## src/rtl/fft_stage_sequencer.sv

```systemverilog
// FFT stage sequencer: walks all radix-2 stages, issuing RAM read beats.
// Optional stage_done pulse output enabled by macro FFT_SEQ_STAGE_DONE_EN.
module fft_stage_sequencer #(
   parameter int FFT_N      = 10,
   parameter int GAP_CYCLES = 4,
   parameter int STAGE_W    = $clog2(FFT_N)
) (
   input  logic               clk,
   input  logic               reset,
   input  logic               start,
   input  logic               iready,
   output logic               busy,
   output logic               done,
   output logic               oact,
   output logic [1:0]         octrl,
   output logic [FFT_N-2:0]   oaddr,
`ifdef FFT_SEQ_STAGE_DONE_EN
   output logic [STAGE_W-1:0] ostage,
   output logic               stage_done
`else
   output logic [STAGE_W-1:0] ostage
`endif
);

   localparam int CNT_W = FFT_N - 1;

   localparam logic [7:0]         GAP_LAST = 8'(GAP_CYCLES - 1);
   localparam logic [STAGE_W-1:0] STG_LAST = STAGE_W'(FFT_N - 1);
   localparam logic [STAGE_W-1:0] STG_ONE  = STAGE_W'(1);
   localparam logic [CNT_W-1:0]   CNT_ONE  = CNT_W'(1);

   localparam logic [1:0] CTRL_S0   = 2'b10;
   localparam logic [1:0] CTRL_IDLE = 2'b00;

   typedef enum logic [1:0] {
      S_IDLE,
      S_RUN,
      S_DRAIN,
      S_FIN
   } state_t;

   state_t r_state;
   state_t w_state_nxt;

   logic [CNT_W-1:0]   r_cnt;
   logic [STAGE_W-1:0] r_stage;
   logic [7:0]         r_gcnt;

   logic               r_busy;
   logic               r_done;
   logic               r_oact;
   logic [1:0]         r_octrl;
   logic [CNT_W-1:0]   r_oaddr;
   logic [STAGE_W-1:0] r_ostage;

   logic               w_busy_nxt;
   logic               w_done_nxt;
   logic               w_oact_nxt;
   logic [1:0]         w_octrl_nxt;
   logic [CNT_W-1:0]   w_oaddr_nxt;
   logic [STAGE_W-1:0] w_ostage_nxt;

   logic w_run;
   logic w_stage0;
   logic w_issue;
   logic w_last_beat;
   logic w_last_gap;
   logic w_last_stage;

   // Beat issue: stage 0 obeys iready per beat; later stages only at pair start.
   assign w_run        = (r_state == S_RUN);
   assign w_stage0     = (r_stage == '0);
   assign w_issue      = w_run & (w_stage0 ? iready : (r_cnt[0] | iready));
   assign w_last_beat  = w_issue & (&r_cnt);
   assign w_last_gap   = (r_state == S_DRAIN) & (r_gcnt == GAP_LAST);
   assign w_last_stage = (r_stage == STG_LAST);

   // State register.
   always_ff @(posedge clk) begin
      if (reset) begin
         r_state <= S_IDLE;
      end else begin
         r_state <= w_state_nxt;
      end
   end

   // Next-state logic.
   always_comb begin
      w_state_nxt = r_state;
      unique case (r_state)
         S_IDLE: begin
            if (start) begin
               w_state_nxt = S_RUN;
            end
         end
         S_RUN: begin
            if (w_last_beat) begin
               w_state_nxt = S_DRAIN;
            end
         end
         S_DRAIN: begin
            if (w_last_gap) begin
               w_state_nxt = w_last_stage ? S_FIN : S_RUN;
            end
         end
         S_FIN: begin
            w_state_nxt = S_IDLE;
         end
         default: begin
            w_state_nxt = S_IDLE;
         end
      endcase
   end

   // Beat, stage and gap counters.
   always_ff @(posedge clk) begin
      if (reset) begin
         r_cnt   <= '0;
         r_stage <= '0;
         r_gcnt  <= '0;
      end else begin
         unique case (r_state)
            S_IDLE: begin
               if (start) begin
                  r_cnt   <= '0;
                  r_stage <= '0;
               end
            end
            S_RUN: begin
               if (w_issue) begin
                  r_cnt <= r_cnt + CNT_ONE;
               end
               if (w_last_beat) begin
                  r_gcnt <= '0;
               end
            end
            S_DRAIN: begin
               r_gcnt <= r_gcnt + 8'd1;
               if (w_last_gap && !w_last_stage) begin
                  r_stage <= r_stage + STG_ONE;
               end
            end
            default: begin
               r_cnt <= r_cnt;
            end
         endcase
      end
   end

   // Next values for the registered outputs.
   always_comb begin
      w_busy_nxt   = (r_state != S_IDLE);
      w_done_nxt   = 1'b0;
      w_oact_nxt   = 1'b0;
      w_octrl_nxt  = CTRL_IDLE;
      w_oaddr_nxt  = r_oaddr;
      w_ostage_nxt = r_ostage;
      unique case (r_state)
         S_RUN: begin
            if (w_issue) begin
               w_oact_nxt   = 1'b1;
               w_oaddr_nxt  = r_cnt;
               w_ostage_nxt = r_stage;
               w_octrl_nxt  = w_stage0 ? CTRL_S0 : {r_cnt[0], r_cnt[0]};
            end
         end
         S_FIN: begin
            w_done_nxt = 1'b1;
         end
         default: begin
            w_done_nxt = 1'b0;
         end
      endcase
   end

   // Output registers.
   always_ff @(posedge clk) begin
      if (reset) begin
         r_busy   <= 1'b0;
         r_done   <= 1'b0;
         r_oact   <= 1'b0;
         r_octrl  <= CTRL_IDLE;
         r_oaddr  <= '0;
         r_ostage <= '0;
      end else begin
         r_busy   <= w_busy_nxt;
         r_done   <= w_done_nxt;
         r_oact   <= w_oact_nxt;
         r_octrl  <= w_octrl_nxt;
         r_oaddr  <= w_oaddr_nxt;
         r_ostage <= w_ostage_nxt;
      end
   end

   assign busy   = r_busy;
   assign done   = r_done;
   assign oact   = r_oact;
   assign octrl  = r_octrl;
   assign oaddr  = r_oaddr;
   assign ostage = r_ostage;

`ifdef FFT_SEQ_STAGE_DONE_EN
   logic r_sdone;

   // Stage-done pulse on the last drain cycle of each stage.
   always_ff @(posedge clk) begin
      if (reset) begin
         r_sdone <= 1'b0;
      end else begin
         r_sdone <= w_last_gap;
      end
   end

   assign stage_done = r_sdone;
`endif

endmodule

```

## config.mk

```make
export PLATFORM = sky130hd
export DESIGN_NAME = fft_stage_sequencer
export DESIGN_NICKNAME = d
export VERILOG_FILES = /design/src/rtl/fft_stage_sequencer.sv
export SDC_FILE = /design/constraint.sdc
export NUM_CORES = 1
export LEC_CHECK = 0
export CORE_MARGIN = 3
export CORE_UTILIZATION = 50
export DETAILED_ROUTE_END_ITERATION = 6
export PLACE_DENSITY = 0.72
export SYNTH_ARGS = -nofsm -noshare
export SYNTH_HDL_FRONTEND = slang
export SYNTH_SLANG_ARGS = --single-unit
```

## constraint.sdc

```tcl
create_clock -name clk -period 2.85 [get_ports clk]
set_input_delay 0.855 -clock clk [delete_from_list [all_inputs] [get_ports clk]]
set_output_delay 0.855 -clock clk [all_outputs]
set_load 0.1 [all_outputs]
```

Yosys cells after proc, flatten, opt, wreduce, memory -nomap -nowiden

Cells that the tools add are included.
Widths: inputs -> output; s select.

Bits in registers: 41
Input port bits: 4
Output and inout port bits: 18
Word-level logic and storage cells: 64

Add/sub/neg operators: 3
Eq/ne operators: 10
Muxes and demuxes: 17
Bitwise operators: 6
Reductions and logical operators: 17

Operators by type and width:

| operator            | count |
|---|---|
| $mux 9              | 2 |
| $pmux 9 s2          | 1 |
| $pmux 8 s2          | 1 |
| $mux 2              | 5 |
| $add 9x1->9 const B | 1 |
| $reduce_and 3->1    | 3 |
| $reduce_and 9->1    | 1 |
| $add 8x1->8 const B | 1 |
| $eq 8x2->1 const B  | 1 |
| $mux 4              | 2 |
| $mux 8              | 1 |
| $pmux 2 s4          | 1 |
| $pmux 4 s2          | 1 |
| $reduce_bool 2->1   | 4 |
| $ne 2x1->1 const B  | 3 |
| $add 4x1->4 const B | 1 |
| $eq 2x2->1 const B  | 2 |
| $eq 4x4->1 const B  | 1 |
| $logic_not 4->1     | 1 |
| $ne 2x2->1 const B  | 2 |
| $reduce_and 2->1    | 2 |
| $reduce_or 4->1     | 1 |
| $and 1x1->1         | 3 |
| $mux 1              | 3 |
| other kinds (8)     | 9 |

Logic depth before layout (Yosys ltp)

Depth after elaboration: 6
Gate-level depth with buffers: 7
Depth with buffers taken out: 7

Worst setup path after synthesis

OpenSTA, ideal clock, no wires.

Path type: input -> register
Start point: in iready
End point: reg r_cnt[2]
Arrival time: 1858 ps
Setup slack: 871 ps
Stages on the path: 5
Buffers on the path: 1
Path through: or4b_4 -> a31oi_4 -> buf_6 -> or3_1 -> a21oi_1

Word-level cells in the longest chain between the ends: 5

RTL lines:

| element                      | RTL line | RTL |
|---|---|---|
| start, declared              | 11       | `input logic iready,` |
| $or 1x1->1                   | 73       | `assign w_issue = w_run & (w_stage0 ? iready : (r_cnt[0] \| iready));` |
| $mux 1 *                     | 73       |  |
| $and 1x1->1 *                | 73       |  |
| $ne 2x1->1 (no line) *       | n/a      |  |
| $reduce_and 3->1 (no line) * | n/a      |  |
| end signal, assigned         | 131      | `r_cnt <= r_cnt + CNT_ONE;` |
| end signal, assigned         | 144      | `r_cnt <= r_cnt;` |
| end, declared                | 45       | `logic [CNT_W-1:0] r_cnt;` |

Every way passes the cells marked *; elsewhere a longest branch is shown, timed or not.
A chain may end at the register's enable or synchronous reset.

Final worst setup path

Start point: in iready
End point: reg r_cnt[3]

Same word-level chain as after synthesis.

==> run summary <==
Detailed Route Iter0 Violations: 99
Levels on crit path: 5
Total CTS buffers: 5
CTS H-tree lvls: 2
Vias in the first global route: 1324
IO Count: 22
RSZ-0062 raised after global routing: false
Core box area: 0.00372 sq mm
Worst vdd ir: 0.298 mV
CP Cell Sequence: clkdlybuf4s50_1 -> or4b_4 -> a31oi_4 -> or3_2 -> a21oi_2
Tmin final: 2.33 ns
Antenna Nets Post-Route: 0
EDFF count, synth: 0
Root buf cell: clkbuf_8
GR Overflow Total: 0
Final hold vios: 0
PwrDens: 460 mW/mm^2
CTS Buffer Depth: 2
Ys flop type: dfxtp_1
Hold crit path type: reg -> reg
Number of max-cap violations: 0
Worst-path maximum fanout: 13
All-Layer GR Usage: 0.172
Post-Route WL: 3710 um
Slew HR: 0.620
Syn avg cell area: 9.37 sq um
Worst reg2reg path depth: 5
DR WL/cell: 13.3 um
Synth warn: 0
Syn Inst Count: 208
Full die area: 0.00468 sq mm
Cell Area, Synth: 0.00195 sq mm
Yosys cell types: 46
Gpl congestion: 0.843
Commonest non-fill, non-tap cell in the layout: dfxtp_1
Worst Path Buf+Inv: 1
Cts hold-fix bufs: 0
Worst slew pin tran: 0.562 ns
Layout area overhead: 14.0%
CP top delay family: simple AND/OR/NAND/NOR gates
Final period util: 0.816
Starting Density: 0.525
Worst Path Required: 3.03 ns
Layout cells sized above 1: 0.238
Async SR Flop Fraction: 0
Skew-Pair Late Insertion Delay: 0.29 ns
Synthesized Nets: 218
Seq. cell area: 821 sq um
DRT Pass-1 Iters: 4
Number of diodes: 0
Post-synthesis sequential area ratio: 0.421
Worst-path clk slew: 0.08 ns
Worst path slowest cell: or4b_4
Critical path class: in -> reg
CP max stage delay: 0.56 ns
Clock Sinks: 41
Static leakage: 0.776 nW
Hold depth: 2
Worst Skew: 0.00717 ns
TritonCTS clock tree: yes
FF+latch count, synth: 41
I/O Buffers: 21
DPL Wire Length: 2700 um
Height of the die: 68.4 um
Final-report setup violation count: 0
Fillers: 351
Endpoint class of the critical path: register
Area taken by multi-input logic gates: 0.00102 sq mm
Fmax: 430 MHz
Worst setup SP type: input pin
CTS resizes: 0
DRC Markers: 0
Overall Power: 1.02 mW
Most frequent cells in the layout: dfxtp_1 (41), buf_4 (24), nor2_1 (23), a21oi_1 (18), mux2i_1 (13)
Arrival @ worst endpoint: 2.51 ns
Initial antenna violation count: 0
Fin nets: 240
Routed vias: 1534
Largest net degree at the start of global routing: 22
Setup bufs post-CTS: 0
Setup total negative slack: 0 ns
Avg Vias per Cell: 5.50
FP Rows: 22
First-pass GRT wire length: 6150 um
Die Span X: 68.4 um
Status: finished, final reports clean
Fin. max-slew vios: 0
==> cell families (layout without fill, tap and decap cells) <==
group                      after synthesis  in the layout  synth area share
AOI/OAI and AO/OA                       43             43             0.159
xor gates and xnor gates                 1              1           0.00449
adders and majority gates                6              6            0.0385
buffers and inverters                   18             41            0.0546
DFF                                     41             41             0.421
muxes                                   13             13            0.0667
and+or+nand+nor                         86             86             0.255
==> layout make-up <==
type | count | area share
clock buffers | 5 | 0.0310
clock inverters | 3 | 0.00788
inverters | 6 | 0.0101
multi-input cells | 149 | 0.460
flip-flops and latches | 41 | 0.369
well taps | 48 | 0.0270
repair buffers | 27 | 0.0946
==> through the flow <==
step	util	area [sq um]	setup WS [ns]	hold WS (ns)	cells
6_report	0.598	2220	0.523	0.480	279
5_1_grt	0.598	2220	0.440	0.516	279
4_1_cts	0.598	2220	0.514	0.483	279
3_5_place_dp	0.575	2140	0.202	0.472	271
3_3_place_gp	0.575	2140	0.226	0.471	271
2_1_floorplan	-	1950	0.871	0.449	208
==> state kept, by name, summed over array words and instances, names as in the netlist <==
signal,count
octrl,2
done,1
r_stage,4
busy,1
r_cnt,9
oact,1
r_state,2
oaddr,9
r_gcnt,8
ostage,4
==> synthesized netlist by cell type, types with 2 or more instances <==
library cell | number | share of area
a21oi_2 | 4 | 0.018
o21ai_2 | 4 | 0.018
or2_2 | 3 | 0.0096
nand2b_1 | 3 | 0.0096
o21ai_0 | 6 | 0.015
o21a_1 | 2 | 0.0077
a21oi_1 | 18 | 0.046
nand3_1 | 11 | 0.028
nand3b_1 | 3 | 0.012
ha_1 | 6 | 0.039
inv_1 | 6 | 0.012
and4_1 | 2 | 0.0090
a31oi_1 | 3 | 0.0096
or3_1 | 6 | 0.019
nand4_1 | 5 | 0.016
nor2_1 | 23 | 0.044
nor3_1 | 2 | 0.0051
mux2i_1 | 13 | 0.067
dfxtp_1 | 41 | 0.42
nor4_1 | 2 | 0.0064
nand2_1 | 11 | 0.021
clkbuf_1 | 5 | 0.0096
nor3_2 | 2 | 0.010
or4_1 | 2 | 0.0077
or3_2 | 2 | 0.0077
buf_6 | 3 | 0.017
==> where the power goes <==
| group | total, mW | switching [mW] | internal, mW | leakage (nW) |
|---|---|---|---|---|
| Sequential | 0.582 | 0.00606 | 0.576 | 0.331 |
| Clock | 0.370 | 0.201 | 0.169 | 0.0439 |
| Combinational | 0.0705 | 0.0475 | 0.0230 | 0.402 |
| Total | 1.02 | 0.254 | 0.768 | 0.776 |
==> worst paths after layout <==
check | slack (ns) | from | to
worst max register to register | 0.87 | r_gcnt[0]$_SDFFE_PP0P_ | r_stage[3]$_SDFFE_PP0P_
worst min register to register | 0.48 | r_cnt[8]$_SDFFE_PP0P_ | r_cnt[8]$_SDFFE_PP0P_
worst min-delay path | 0.48 | r_cnt[8]$_SDFFE_PP0P_ | r_cnt[8]$_SDFFE_PP0P_
worst max-delay path | 0.52 | iready | r_cnt[3]$_SDFFE_PP0P_
==> worst reg2reg max path, cell delays in order (launching register included) <==
cell	delay (ns)
dfxtp_1	0.43
ha_1	0.27
nor4b_2	0.42
nand4_2	0.25
or3_1	0.40
a21oi_1	0.13
==> routing by layer <==
| layer | wire, um | vias up | global-route usage |
|---|---|---|---|
| met3 | 94 | 4 | 0.0443 |
| met1 | 1840 | 724 | 0.231 |
| met4 | 23 | 0 | 0.0372 |
| li1 | - | 789 | - |
| met2 | 1760 | 17 | 0.274 |
| met5 | 0 | - | 0 |
(Power assumes the default switching activity.)
